**src/rtl/p2s_serializer.sv**
```systemverilog
// p2s_serializer: loads a DWIDTH-bit word when empty and shifts it out one bit per clock.
// Ports: clk, rstn, indata/invalid in; empty, dout, valid out. Build macro: P2S_LSB_FIRST_EN.
module p2s_serializer #(
  parameter int DWIDTH = 8
) (
  input  logic              clk,
  input  logic              rstn,
  input  logic [DWIDTH-1:0] indata,
  input  logic              invalid,
  output logic              empty,
  output logic              dout,
  output logic              valid
);

  localparam int CW = $clog2(DWIDTH);

  logic [DWIDTH-2:0] sreg_q, sreg_d;
  logic [CW-1:0]     cnt_q, cnt_d;
  logic              dout_q, dout_d;
  logic              valid_q, valid_d;
  logic              accept, shift;

  assign empty  = (cnt_q == '0);
  assign accept = invalid && empty;
  assign shift  = !empty;
  assign dout   = dout_q;
  assign valid  = valid_q;

  // Idle drives dout low so nothing undefined leaks out while valid is low.
  always_comb begin
    sreg_d  = sreg_q;
    cnt_d   = cnt_q;
    dout_d  = 1'b0;
    valid_d = 1'b0;
    unique case (1'b1)
      accept: begin
`ifdef P2S_LSB_FIRST_EN
        dout_d = indata[0];
        sreg_d = indata[DWIDTH-1:1];
`else
        dout_d = indata[DWIDTH-1];
        sreg_d = indata[DWIDTH-2:0];
`endif
        cnt_d   = CW'(DWIDTH - 1);
        valid_d = 1'b1;
      end
      shift: begin
`ifdef P2S_LSB_FIRST_EN
        dout_d = sreg_q[0];
        sreg_d = sreg_q >> 1;
`else
        dout_d = sreg_q[DWIDTH-2];
        sreg_d = sreg_q << 1;
`endif
        cnt_d   = cnt_q - CW'(1);
        valid_d = 1'b1;
      end
      default: ;
    endcase
  end

  always_ff @(posedge clk or negedge rstn) begin
    if (!rstn) begin
      sreg_q  <= '0;
      cnt_q   <= '0;
      dout_q  <= 1'b0;
      valid_q <= 1'b0;
    end else begin
      sreg_q  <= sreg_d;
      cnt_q   <= cnt_d;
      dout_q  <= dout_d;
      valid_q <= valid_d;
    end
  end

endmodule

```
**config.mk**
```make
export PLATFORM = sky130hd
export DESIGN_NAME = p2s_serializer
export DESIGN_NICKNAME = d
export VERILOG_FILES = /design/src/rtl/p2s_serializer.sv
export SDC_FILE = /design/constraint.sdc
export NUM_CORES = 1
export LEC_CHECK = 0
export CAP_MARGIN = 20
export CORE_MARGIN = 1
export CORE_UTILIZATION = 46
export DETAILED_ROUTE_END_ITERATION = 10
export PLACE_DENSITY = 0.82
export SYNTH_ARGS = -nofsm -noshare
export SYNTH_HDL_FRONTEND = slang
export SYNTH_SLANG_ARGS = --single-unit
export TNS_END_PERCENT = 50
```
**constraint.sdc**
```tcl
create_clock -name clk -period 1.6 [get_ports clk]
set_input_delay 0.32 -clock clk [delete_from_list [all_inputs] [get_ports clk]]
set_output_delay 0.32 -clock clk [all_outputs]
set_load 0.01 [all_outputs]
```
==> insert_results.sql, run 1 <==
INSERT INTO impl_metrics (metric_group, metric, value, unit) VALUES
('setup_path', 'critical-path-top-delay-family', 'buffers and inverters', ''),
('die', 'num_rows', '12', ''),
('setup_path', 'worst_r2r_path_depth', '6', ''),
('timing', 'max_slew_margin', '0.634', ''),
('timing', 'worst_clock_skew', '0.00496', 'ns'),
('timing', 'final-hold-violation-count', '0', ''),
('setup_path', 'rr_startpoint', 'cnt_q[0]', ''),
('setup_path', 'ff2ff_setup_slack', '0.23', 'ns'),
('placement', 'placed_cell_area', '818', 'um2'),
('detailed_routing', 'drtAntennaViolNets', '0', ''),
('placement', 'detailedPlacementHpwl', '798', 'um'),
('detailed_routing', 'drc_violations_left', '0', ''),
('setup_path', 'critical_path.cell_chain', 'clkdlybuf4s50_1', ''),
('global_route', 'wire_length_of_the_first_global_routing_pass', '1750', 'um'),
('power_and_ir_drop', 'power.static_leakage', '0.000411', 'uW'),
('clock_network', 'tritoncts.num_buffers', '3', ''),
('detailed_routing', 'finalWirelength', '1030', 'um'),
('synthesis', 'post-synth-top-area-cell', 'sky130_fd_sc_hd__dfrtp_1', ''),
('timing', 'finalCritPeriodShare', '0.898', ''),
('die', 'initial_core_util', '0.525', ''),
('clock_network', 'cts-root-buf', 'sky130_fd_sc_hd__clkbuf_4', ''),
('timing', 'setup-violations-final', '0', ''),
('setup_path', 'worst_setup_path_end_kind', 'output port', ''),
('synthesis', 'synthArstFlopShare', '1.00', ''),
('synthesis', 'post-synth-top-area-fraction', '0.489', ''),
('clock_network', 'post_cts_hold_buffer_count', '0', ''),
('setup_path', 'setup.worst_path.class', 'flop to output port', ''),
('timing', 'fin_tns_setup', '0', 'ns'),
('synthesis', 'synth_edf_count', '0', ''),
('die', 'ios', '14', ''),
('placement', 'gp_congestion', '0.661', ''),
('synthesis', 'netlist-cell-type-count', '14', ''),
('detailed_routing', 'via_count', '390', ''),
('synthesis', 'synth_common_cells', '12 x sky130_fd_sc_hd__dfrtp_1, 8 x sky130_fd_sc_hd__mux2_4, 5 x sky130_fd_sc_hd__mux2i_1, 4 x sky130_fd_sc_hd__mux2_2, 3 x sky130_fd_sc_hd__inv_1', ''),
('outcome', 'run_status', 'finished, final reports clean', ''),
('finish', 'syn2layout_area_growth', '38.1', '%'),
('detailed_routing', 'wl_per_cell', '12.7', 'um'),
('synthesis', 'synthMostInstantiatedCell', 'sky130_fd_sc_hd__dfrtp_1', ''),
('synthesis', 'synth-seq-area-share', '0.489', ''),
('synthesis', 'synthesis.area_per_instance', '14.3', 'um2'),
('clock_network', 'cts_tree', 'yes', ''),
('setup_path', 'slowest_stage_cell_crit_path', 'sky130_fd_sc_hd__clkdlybuf4s50_1', ''),
('clock_network', 'cts.path.max_buffers', '2', ''),
('setup_path', 'timing.critical_path.to', 'dout', ''),
('global_route', 'grtUsageTotal', '0.182', ''),
('setup_path', 'crit_path_max_fanout', '1', ''),
('synthesis', 'synth_top_cells_by_area', 'sky130_fd_sc_hd__dfrtp_1 49%, sky130_fd_sc_hd__mux2_4 20%, sky130_fd_sc_hd__mux2i_1 8.1%', ''),
('timing', 'finalCriticalPeriod', '1.44', 'ns'),
('power_and_ir_drop', 'powerDensity', '1470', 'nW/um2'),
('setup_path', 'required', '1.28', 'ns'),
('synthesis', 'synthCells', '43', ''),
('die', 'placeableCoreArea', '1170', 'um2'),
('synthesis', 'dominantRegCellSynth', 'sky130_fd_sc_hd__dfrtp_1', ''),
('timing', 'postLayoutSetupSlackWorst', '0.163', 'ns'),
('detailed_routing', 'first_pass_iters', '3', ''),
('finish', 'num-nets-final', '82', ''),
('global_route', 'grt_overflow', '0', ''),
('global_route', 'antenna_found_initial', '0', ''),
('setup_path', 'worstPathArrival', '1.12', 'ns'),
('placement', 'buffer_ports.inserted', '13', ''),
('finish', 'utilization', '0.724', ''),
('timing', 'setup_repair_after_global_routing_missed_its_margin', 'no', ''),
('synthesis', 'yosys_warnings', '0', ''),
('global_route', 'grt_max_degree', '13', ''),
('finish', 'fillerInstances', '81', ''),
('setup_path', 'r2r_end', 'sreg_q[1]', ''),
('flow_run', 'max_cap_violations', '0', ''),
('clock_network', 'clk_pin_slew', '0.07', 'ns'),
('synthesis', 'synth.net_count', '56', ''),
('die', 'chipWidth', '38.5', 'um'),
('setup_path', 'worst_setup_path_startpoint', 'dout', '');
[worst min-delay path by stage]
stage / start / endpoint / slack, ns
global placement: sreg_q[1] / sreg_q[2] / 0.49
detailed placement: sreg_q[2] / sreg_q[3] / 0.50
finish: rstn / sreg_q[4] / 0.41
global route: rstn / sreg_q[3] / 0.44
floorplan: rstn / cnt_q[0] / 0.02
CTS: rstn / sreg_q[4] / 0.42
[metal layers]
metal,wire [um],share of wire,track usage,vias to the layer above
met2,493,0.48,0.317,13
met5,0,0,0,-
met4,4,0.0039,0.0517,0
li1,-,-,-,195
met3,66,0.064,0.105,2
met1,466,0.45,0.181,180
[where the power goes]
group | total, uW | switching [uW] | internal (uW)
registers | 481 | 65.9 | 415
logic | 594 | 212 | 382
clock network | 176 | 88.9 | 87.0
total | 1250 | 367 | 884
[cells by family after synthesis]
kind of cell	share of synthesized area
AOI/OAI and AO/OA	0.00814
muxes	0.350
DFF	0.489
and+or+nand+nor	0.0692
buffers and inverters	0.0428
adders and majority gates	0.0407
[layout make-up]
type,count,area (um2),area share
clock buffers,3,22.5,0.0265
flip-flops and latches,12,300,0.354
repair buffers,22,193,0.227
well taps,14,17.5,0.0206
multi-input cells,26,300,0.354
inverters,4,15.0,0.0177
[worst register-to-register path, stage by stage, from the launching register on]
cell and delay (ns):
sky130_fd_sc_hd__dfrtp_1 0.38, sky130_fd_sc_hd__inv_2 0.08, sky130_fd_sc_hd__ha_4 0.15, sky130_fd_sc_hd__nand2b_4 0.05, sky130_fd_sc_hd__inv_2 0.05, sky130_fd_sc_hd__buf_4 0.18, sky130_fd_sc_hd__mux2_2 0.35
[placed cells by master, fill, tap and decap left out]
cell / count
sky130_fd_sc_hd__nand2b_4: 1
sky130_fd_sc_hd__mux2_2: 4
sky130_fd_sc_hd__nor2_1: 2
sky130_fd_sc_hd__dfrtp_1: 12
sky130_fd_sc_hd__a21oi_1: 1
sky130_fd_sc_hd__clkdlybuf4s50_1: 12
sky130_fd_sc_hd__inv_2: 3
sky130_fd_sc_hd__nor4b_1: 1
sky130_fd_sc_hd__clkbuf_2: 1
sky130_fd_sc_hd__mux2i_1: 5
sky130_fd_sc_hd__inv_1: 1
sky130_fd_sc_hd__ha_1: 1
sky130_fd_sc_hd__nand2b_2: 1
sky130_fd_sc_hd__mux2_4: 8
sky130_fd_sc_hd__buf_4: 9
sky130_fd_sc_hd__ha_4: 1
sky130_fd_sc_hd__clkbuf_4: 3
sky130_fd_sc_hd__nand2_1: 1
[metrics by stage]
stage                     power, uW  std cells  hold slack, ns
final                          1250         81           0.406
after detailed placement       1060         78           0.497
after global routing           1350         81           0.438
after global placement         1030         78           0.485
after floorplan                 816         43          0.0244
after CTS                      1270         81           0.425
[flip-flops by register name, summed over array words and instances, names as in the netlist]
signal,cells
cnt_q,3
sreg_q,7
dout,1
valid,1
No activity file was read; power rests on OpenSTA's default activity.
==> run 2: changes to the inputs <==
- CORE_MARGIN: 1 -> 4
- clock period: 1.6 -> 1.4 ns (I/O delays scaled with it)
==> insert_results.sql, run 2 (same netlist as run 1, synthesis figures left out) <==
INSERT INTO impl_metrics (metric_group, metric, value, unit) VALUES
('die', 'chipWidth', '44.5', 'um'),
('setup_path', 'critical-path-top-delay-family', 'flip-flops', ''),
('global_route', 'wire_length_of_the_first_global_routing_pass', '2010', 'um'),
('power_and_ir_drop', 'swShare', '0.299', ''),
('placement', 'gp_congestion', '0.750', ''),
('detailed_routing', 'drc_violations_left', '0', ''),
('timing', 'finalCriticalPeriod', '1.39', 'ns'),
('timing', 'finalCritPeriodShare', '0.994', ''),
('detailed_routing', 'first_pass_iters', '2', ''),
('clock_network', 'cts_tree', 'yes', ''),
('power_and_ir_drop', 'share_seq_of_total_power', '0.354', ''),
('power_and_ir_drop', 'internal_power', '1070', 'uW'),
('clock_network', 'cts.path.max_buffers', '2', ''),
('clock_network', 'clk_pin_slew', '0.07', 'ns'),
('timing', 'timing.hold.ws', '0.333', 'ns'),
('die', 'design.die.area', '1980', 'um2'),
('finish', 'largest_reg_flops', '7', ''),
('power_and_ir_drop', 'maximum_vdd_drop', '1080', 'uV'),
('placement', 'pre_cts_ws', '-0.212', 'ns'),
('die', 'die_height', '44.5', 'um'),
('timing', 'postLayoutSetupSlackWorst', '0.00851', 'ns'),
('setup_path', 'worstPathArrival', '1.11', 'ns'),
('setup_path', 'worst_setup_path_end_kind', 'output port', ''),
('finish', 'syn2layout_area_growth', '44.6', '%'),
('timing', 'timing_max_transition_violations_final', '0', ''),
('timing', 'worst-slew-pin-transition', '0.246', 'ns'),
('finish', 'fillerInstances', '80', ''),
('finish', 'drive_above_1_share', '0.493', ''),
('timing', 'clock.fmax', '719', 'MHz'),
('detailed_routing', 'wl_per_cell', '14.4', 'um'),
('flow_run', 'max_cap_violations', '0', ''),
('power_and_ir_drop', 'powerDensity', '1720', 'nW/um2'),
('setup_path', 'setup.worst_path.class', 'flop to output port', ''),
('global_route', 'grt_overflow', '0', ''),
('die', 'placeableCoreArea', '1190', 'um2'),
('global_route', 'grt_max_degree', '13', ''),
('setup_path', 'cp-start-kind', 'flop', ''),
('placement', 'buffer_ports.inserted', '13', ''),
('detailed_routing', 'starting_drt_drc_count', '1', ''),
('finish', 'layout.cells.most_common_list', '12 x sky130_fd_sc_hd__dfrtp_1, 12 x sky130_fd_sc_hd__buf_4, 10 x sky130_fd_sc_hd__clkdlybuf4s50_1, 8 x sky130_fd_sc_hd__mux2_4, 5 x sky130_fd_sc_hd__mux2i_1', ''),
('timing', 'setup-violations-final', '0', ''),
('clock_network', 'htree_levels', '1', ''),
('clock_network', 'clock_sink_count', '12', ''),
('power_and_ir_drop', 'total_power', '1530', 'uW'),
('detailed_routing', 'finalWirelength', '1220', 'um'),
('die', 'initial_core_util', '0.518', ''),
('clock_network', 'post_cts_hold_buffer_count', '0', ''),
('timing', 'final-hold-violation-count', '0', ''),
('setup_path', 'slowest_stage_cell_crit_path', 'sky130_fd_sc_hd__dfrtp_1', ''),
('power_and_ir_drop', 'power.static_leakage', '0.000434', 'uW'),
('setup_path', 'required', '1.12', 'ns'),
('die', 'ios', '14', ''),
('detailed_routing', 'drtAntennaViolNets', '0', ''),
('setup_path', 'cp_num_buf_inv', '3', ''),
('finish', 'num_antenna_cells', '0', ''),
('detailed_routing', 'route.detailed.vias_per_inst', '5.04', ''),
('hold_path', 'hp-class', 'input pin to asynchronous set/reset pin', ''),
('clock_network', 'worst_skew_pair.late_latency', '0.27', 'ns'),
('finish', 'final_cell_area', '888', 'um2'),
('timing', 'worst_clock_skew', '0.00132', 'ns'),
('finish', 'max_flop_register', 'sreg_q', ''),
('outcome', 'run_status', 'finished, final reports clean', ''),
('timing', 'max_slew_margin', '0.834', ''),
('placement', 'detailedPlacementHpwl', '894', 'um'),
('clock_network', 'tritoncts.num_buffers', '3', ''),
('finish', 'num-nets-final', '86', ''),
('global_route', 'antenna_found_initial', '0', ''),
('finish', 'regs_by_ff_count', 'sreg_q (7), cnt_q (3)', ''),
('die', 'num_rows', '12', ''),
('global_route', 'via_count_of_the_first_global_routing_pass', '423', ''),
('setup_path', 'critical_path.cell_chain', 'inv_2, ha_4, nand2b_4, inv_4, buf_6', ''),
('setup_path', 'critical-path-max-stage-delay', '0.39', 'ns'),
('power_and_ir_drop', 'part_of_the_total_power_dissipated_in_the_clock_network', '0.133', ''),
('detailed_routing', 'via_count', '428', ''),
('global_route', 'grtUsageTotal', '0.149', ''),
('power_and_ir_drop', 'switchingPower', '457', 'uW'),
('power_and_ir_drop', 'share_comb_of_total_power', '0.513', ''),
('placement', 'placed_cell_area', '836', 'um2'),
('clock_network', 'cts-root-buf', 'sky130_fd_sc_hd__clkbuf_4', ''),
('timing', 'setup_repair_after_global_routing_missed_its_margin', 'yes', ''),
('setup_path', 'crit_path_max_fanout', '2', '');
## run 2: cell count changes in the layout (fill, tap and decap cells not counted), sizes merged
cell / delta
buf: +5
clkbuf: -1
dlygate4sd2: +2
clkdlybuf4s50: -2
## run 2: final timing paths
check | startpoint | end | slack (ns) | cells after the start
worst min-delay path | rstn | sreg_q[4] | 0.33 | 2
worst max register to register | cnt_q[0] | sreg_q[2] | 0.03 | 6
worst max-delay path | cnt_q[0] | empty | 0.009 | 5
max in group asynchronous | rstn | cnt_q[0] | 0.91 | 2
min in group clk | sreg_q[3] | sreg_q[4] | 0.52 | 1
worst min register to register | sreg_q[3] | sreg_q[4] | 0.52 | 1
## run 2: area by class of cell
class | instances | area (um2) | share of cell area
clock buffer | 3 | 22.5 | 0.0254
sequential | 12 | 300 | 0.338
inverter | 4 | 17.5 | 0.0197
multi-input combinational | 26 | 300 | 0.338
tap | 14 | 17.5 | 0.0197
timing repair buffer | 26 | 230 | 0.259
## run 2: repair_timing
| item | in CTS | in global routing |
|---|---|---|
| setup buffers | 0 | 2 |
| pin swaps | 1 | 1 |
| resized for setup | 10 | 2 |
| endpoints found under the setup margin | 9 | 7 |
## run 2: routing by layer
metal	global-route usage	vias to the layer above	wire length, um
met3	0.0772	4	93
met1	0.174	205	493
met2	0.241	14	607
met5	0	-	0
met4	0.0361	0	29
li1	-	205	-
## run 2: power groups by stage
| stage | combinational (uW) | clock [uW] | sequential [uW] |
|---|---|---|---|
| after CTS | 710 | 210 | 542 |
| after floorplan | 396 | 0 | 543 |
| after detailed placement | 692 | 0 | 544 |
| after global placement | 677 | 0 | 538 |
| after global routing | 868 | 235 | 556 |
| final | 783 | 203 | 540 |
## run 2: through the flow
stage                     setup TNS [ns]  std cells   util
after global routing              -0.168         85  0.749
final                                  0         85  0.749
after global placement             -1.28         80  0.705
after detailed placement           -1.49         80  0.705
after CTS                       -0.00601         83  0.728
after floorplan                        0         43      -
==> edit 1: new RTL, settings of run 1 <==
The parameter `DWIDTH` goes from 8 to 16.
--- a/src/rtl/p2s_serializer.sv
+++ b/src/rtl/p2s_serializer.sv
@@ -2,5 +2,5 @@
 // Ports: clk, rstn, indata/invalid in; empty, dout, valid out. Build macro: P2S_LSB_FIRST_EN.
 module p2s_serializer #(
-  parameter int DWIDTH = 8
+  parameter int DWIDTH = 16
 ) (
   input  logic              clk,
Interface: changed (resized indata); port bits go from 14 to 22. The function was not compared with the original's and may differ.
==> edit 1 against run 1 <==
  * The run now ends with setup timing left
  * Highest routed layer unchanged
  * Synthesized area increased by 61%
  * Core utilization shrank 2.3 points
  * Clock skew fell by 0.0040 ns
  * Synthesized cell count grew 110%
  * Global-route usage shrank 0.31 points
  * Setup slack lost 0.38 ns
  * Final area increased by 65%
  * Wire length increased by 94%
  * Power increased by 50%
  * Sequential cell count rose by 9
==> edit 1: results (changes against run 1) <==
Place
* **last weighted congestion value of the routability-driven placer** 0.713, +7.8%
* **number of buffer cells added on primary ports** 21, +8
* **Post-Place Worst Slack** -0.387 ns, -0.342 ns
* **Detail Placement HPWL** 1290 um, +62%

Drt
* **total met3 wirelength after detailed routing** 51 um, -23%
* **initial detailed-routing violation count** 7, +1
* **wire length reported by the detailed router** 2000 um, +94%
* **Routed met1 length** 842 um, +81%
* **vias per cell** 5.00, +3.8%

Power and ir drop
* **Leak** 0.659 nW, +60%
* **Power Total** 1.88 mW, +50%
* **switching part of the total power** 0.328, +0.0350
* **combinational cell fraction of total power** 0.432, -0.043
* **power share of the sequential group** 0.427, +0.042
* **worst vdd ir** 0.894 mV, -24%

Setup path
* **crit-path leading delay family** simple AND/OR/NAND/NOR gates
* **longest individual stage delay on the worst path** 0.42 ns, -0.10 ns
* **slowest stage cell, crit path** sky130_fd_sc_hd__or3b_4
* **Arr. time, crit path** 1.50 ns, +0.38 ns
* **Worst Path Max Fanout** 2, +1
* **depth of the most critical reg-to-reg path** 8, +2

Logic synthesis
* **synth unique cells** 23, +9
* **synthesized net count** 110, +96%
* **most common library cells after synthesis** 21 x sky130_fd_sc_hd__dfrtp_1, 16 x sky130_fd_sc_hd__nand2_1, 15 x sky130_fd_sc_hd__mux2i_1
* **leading cell types by total area after synthesis** sky130_fd_sc_hd__dfrtp_1 53%, sky130_fd_sc_hd__mux2i_1 15%, sky130_fd_sc_hd__nand2_1 6.1%
* **sequential share of the synthesized area** 0.531, +0.0422

Clock network
* **worst-skew pair later-pin latency** 0.31 ns, +0.04 ns
* **Reg clk slew, reported paths** 0.12 ns, +0.05 ns
* **clock root buffer** sky130_fd_sc_hd__clkbuf_4

Finish
* **number of nets in the layout** 146, +78%
* **largest registers in the final layout** sreg_q (15), cnt_q (4)
* **Antenna diodes** 0, unchanged
* **share of cells above drive strength 1** 0.232, -0.231

GRT
* **pin count of the biggest net entering global routing** 32, +19
* **wire length of the first global-routing pass** 3170 um, +82%
* **vias in the first global route** 721, +65%
* **global routing usage summed across all routing layers** 0.179, -0.00310

STA
* **final critical-path setup slack** -0.218 ns, -0.381 ns
* **slew at the pin with the worst max-slew slack** 0.291 ns, -0.256 ns
* **Final Setup Violations** 12, +12
* **setup TNS** -0.440 ns, -0.440 ns

Run status
* **run status** finished, violations left
* **failing checks** setup timing

edit 1: area by class of cell:
class                           count  area (um2)
Inverter                            4        27.5
Clock buffer                        4        26.3
Fill cell                         173         598
Multi-Input combinational cell     59         422
Timing Repair Buffer               37         369
Sequential cell                    21         526
Tap cell                           27        33.8
edit 1: stage by stage:
stage | cells | instance area, um2 | hold WS (ns) | util
6_report | 152 | 1400 | 0.342 | 0.701
3_5_place_dp | 143 | 1270 | 0.473 | 0.636
2_1_floorplan | 90 | 992 | 0.0244 | -
3_3_place_gp | 143 | 1270 | 0.456 | 0.636
5_1_grt | 152 | 1400 | 0.366 | 0.701
4_1_cts | 149 | 1330 | 0.349 | 0.664
edit 1: worst paths after layout:
kind | from | endpoint | slack, ns
setup reg to reg | cnt_q[1] | cnt_q[0] | -0.10
max in group asynchronous | rstn | sreg_q[11] | 1.04
hold reg to reg | sreg_q[12] | sreg_q[13] | 0.50
setup / recovery | cnt_q[1] | empty | -0.22
min in group clk | sreg_q[12] | sreg_q[13] | 0.50
hold / removal | rstn | valid | 0.34
edit 1: cell families (layout without fill, tap and decap cells):
logic type               after synthesis  after routing  synth area share
AO/OA/AOI/OAI                         20             20             0.111
adder cells (fa/ha/maj)                1              1            0.0126
buffers and inverters                 10             45            0.0733
flip-flops                            21             21             0.531
multiplexers                          16             16             0.167
AND/OR/NAND/NOR                       22             22             0.105
edit 1: routing by layer:
metal  global-route usage  vias up
met5                    0        -
met3               0.0377        5
met2                0.293       15
met4                0.103        0
met1                0.218      366
li1                     -      374
edit 1: timing repair:
| item | 4_1_cts | 5_1_grt |
|---|---|---|
| setup buffers | 2 | 2 |
| cloned | 0 | 1 |
| hold buffers | 0 | 0 |
| resized for setup | 8 | 13 |
| setup endpoints to repair | 18 | 16 |
| pin swaps | 1 | 1 |
==> edit 2: new RTL, flow settings as in run 1 <==
Made on the original files. Make the reset (`rstn`) synchronous in one clocked block.
--- a/src/rtl/p2s_serializer.sv
+++ b/src/rtl/p2s_serializer.sv
@@ -60,5 +60,5 @@
   end
 
-  always_ff @(posedge clk or negedge rstn) begin
+  always_ff @(posedge clk) begin
     if (!rstn) begin
       sreg_q  <= '0;
Formal check against the unedited RTL: differs if rstn is asserted again (counterexample within 4 cycles, from zero or initial values and one cycle with rstn low); with rstn held inactive, the same outputs for 10 cycles.
==> edit 2 against run 1 <==
  * Clock power increased by 36%
  * Combinational power is 5.2% higher
  * Power rose by 6.3%
  * Final area down 6.2%
  * Sequential cell count unchanged
  * Wire length increased by 6.8%
  * Synthesized area decreased by 3.9%
  * Setup slack worse by 0.073 ns
  * Critical path type unchanged
  * Largest power group unchanged
==> edit 2: results (changes against run 1) <==
Run status
* **run status** completed

GRT
* **vias in the first global route** 464, +5.9%
* **global routing usage summed across all routing layers** 0.187, +0.00465
* **pin count of the biggest net entering global routing** 12, -1
* **wire length of the first global-routing pass** 1840 um, +5.6%

Logic synthesis
* **proportion of register bits with asynchronous set or reset after synthesis** 0, -1.00
* **sequential share of the synthesized area** 0.407, -0.0820
* **synth unique cells** 23, +9
* **Cells after Synth** 62, +44%
* **Synth area leader** sky130_fd_sc_hd__dfxtp_1
* **leading cell types by total area after synthesis** sky130_fd_sc_hd__dfxtp_1 41%, sky130_fd_sc_hd__a21oi_2 8.9%, sky130_fd_sc_hd__o21ai_2 8.9%
* **most common library cells after synthesis** 12 x sky130_fd_sc_hd__dfxtp_1, 10 x sky130_fd_sc_hd__nand2_1, 7 x sky130_fd_sc_hd__a21oi_1
* **synthesized net count** 75, +34%
* **Most used DFF post-synth** sky130_fd_sc_hd__dfxtp_1

Power and ir drop
* **Leak** 0.325 nW, -21%
* **worst vdd ir** 0.795 mV, -33%

Drt
* **total iterations of the first detailed-routing run** 2, -1
* **wire length reported by the detailed router** 1100 um, +6.8%
* **initial detailed-routing violation count** 5, -1
* **count of vias placed by the detailed router** 496, +27%

Setup path
* **Worst Path Max Fanout** 3, +2
* **crit-path leading delay family** buffers and inverters
* **longest individual stage delay on the worst path** 0.34 ns, -0.18 ns
* **slowest stage cell, crit path** sky130_fd_sc_hd__dfxtp_2

STA
* **clk_skew** 0.00151 ns, -0.00345 ns
* **slew at the pin with the worst max-slew slack** 0.265 ns, -0.282 ns

Place
* **Placed Instance Area** 732 um2, -11%
* **last weighted congestion value of the routability-driven placer** 0.677, +2.4%
* **number of placed instances with taps included** 90, +15%
* **number of buffer cells added on primary ports** 13, unchanged

Finish
* **share of cells above drive strength 1** 0.395, -0.0676
* **non-filler instance count after layout** 95, +17%

Hold path
* **Hold WC Path Type** reg -> reg

==> edit 2: changes by cell type after synthesis, moves of 8 or more <==
| cell | delta |
|---|---|
| sky130_fd_sc_hd__dfrtp_1 | -12 |
| sky130_fd_sc_hd__dfxtp_1 | +12 |
| sky130_fd_sc_hd__nand2_1 | +9 |
| sky130_fd_sc_hd__mux2_4 | -8 |
==> edit 2: cell type report <==
class                   count  area (um2)
inverters                   4        17.5
multi-input cells          42         309
well taps                  14        17.5
clock buffers               4        36.3
fillers                    94         360
repair buffers             19         174
flip-flops and latches     12         241
==> edit 2: path summary, 6_finish.rpt <==
check	slack (ns)	depth (start not counted)	end	from
setup / recovery	0.09	5	empty	cnt_q[1]
hold / removal	0.49	2	dout	sreg_q[6]
setup reg to reg	0.27	6	cnt_q[1]	cnt_q[1]
hold reg to reg	0.49	2	dout	sreg_q[6]
==> edit 2: what timing repair did <==
item                       CTS  global route
setup buffers                1             0
gates resized for setup      3             4
setup endpoints to repair    1             1
==> edit 2: stage by stage <==
step	power [mW]	setup slack (ns)
global route	1.43	0.0347
global placement	1.01	0.0690
finish	1.33	0.0898
CTS	1.31	0.0323
detailed placement	1.03	0.0433
floorplan	0.927	0.328
==> edit 2: report_power, final <==
group	internal, mW	switching [mW]	total (mW)
clock	0.138	0.101	0.239
combinational	0.305	0.320	0.625
sequential	0.405	0.0608	0.466
total	0.848	0.482	1.33
==> edit 2: tightest hold or removal path: stages, from the launching register on <==
cell and delay (ns):
sky130_fd_sc_hd__dfxtp_1 0.32, sky130_fd_sc_hd__nand2_1 0.05, sky130_fd_sc_hd__a21boi_0 0.07
==> edit 2: logic make-up (layout without fill, tap and decap cells) <==
kind of cell             count (synthesis)  in the layout  synth area share
multiplexers                             1              1            0.0169
AND/OR/NAND/NOR                         14             14            0.0953
AO/OA/AOI/OAI                           25             25             0.335
buffers and inverters                    8             27             0.104
adder cells (fa/ha/maj)                  2              2            0.0424
flip-flops                              12             12             0.407
==> edit 2: routing by layer <==
layer | GRT usage | vias to the layer above | routed length (um)
li1 | - | 250 | -
met1 | 0.199 | 236 | 519
met2 | 0.336 | 10 | 544
met3 | 0.0536 | 0 | 38
met4 | 0.0804 | 0 | 0
met5 | 0 | - | 0
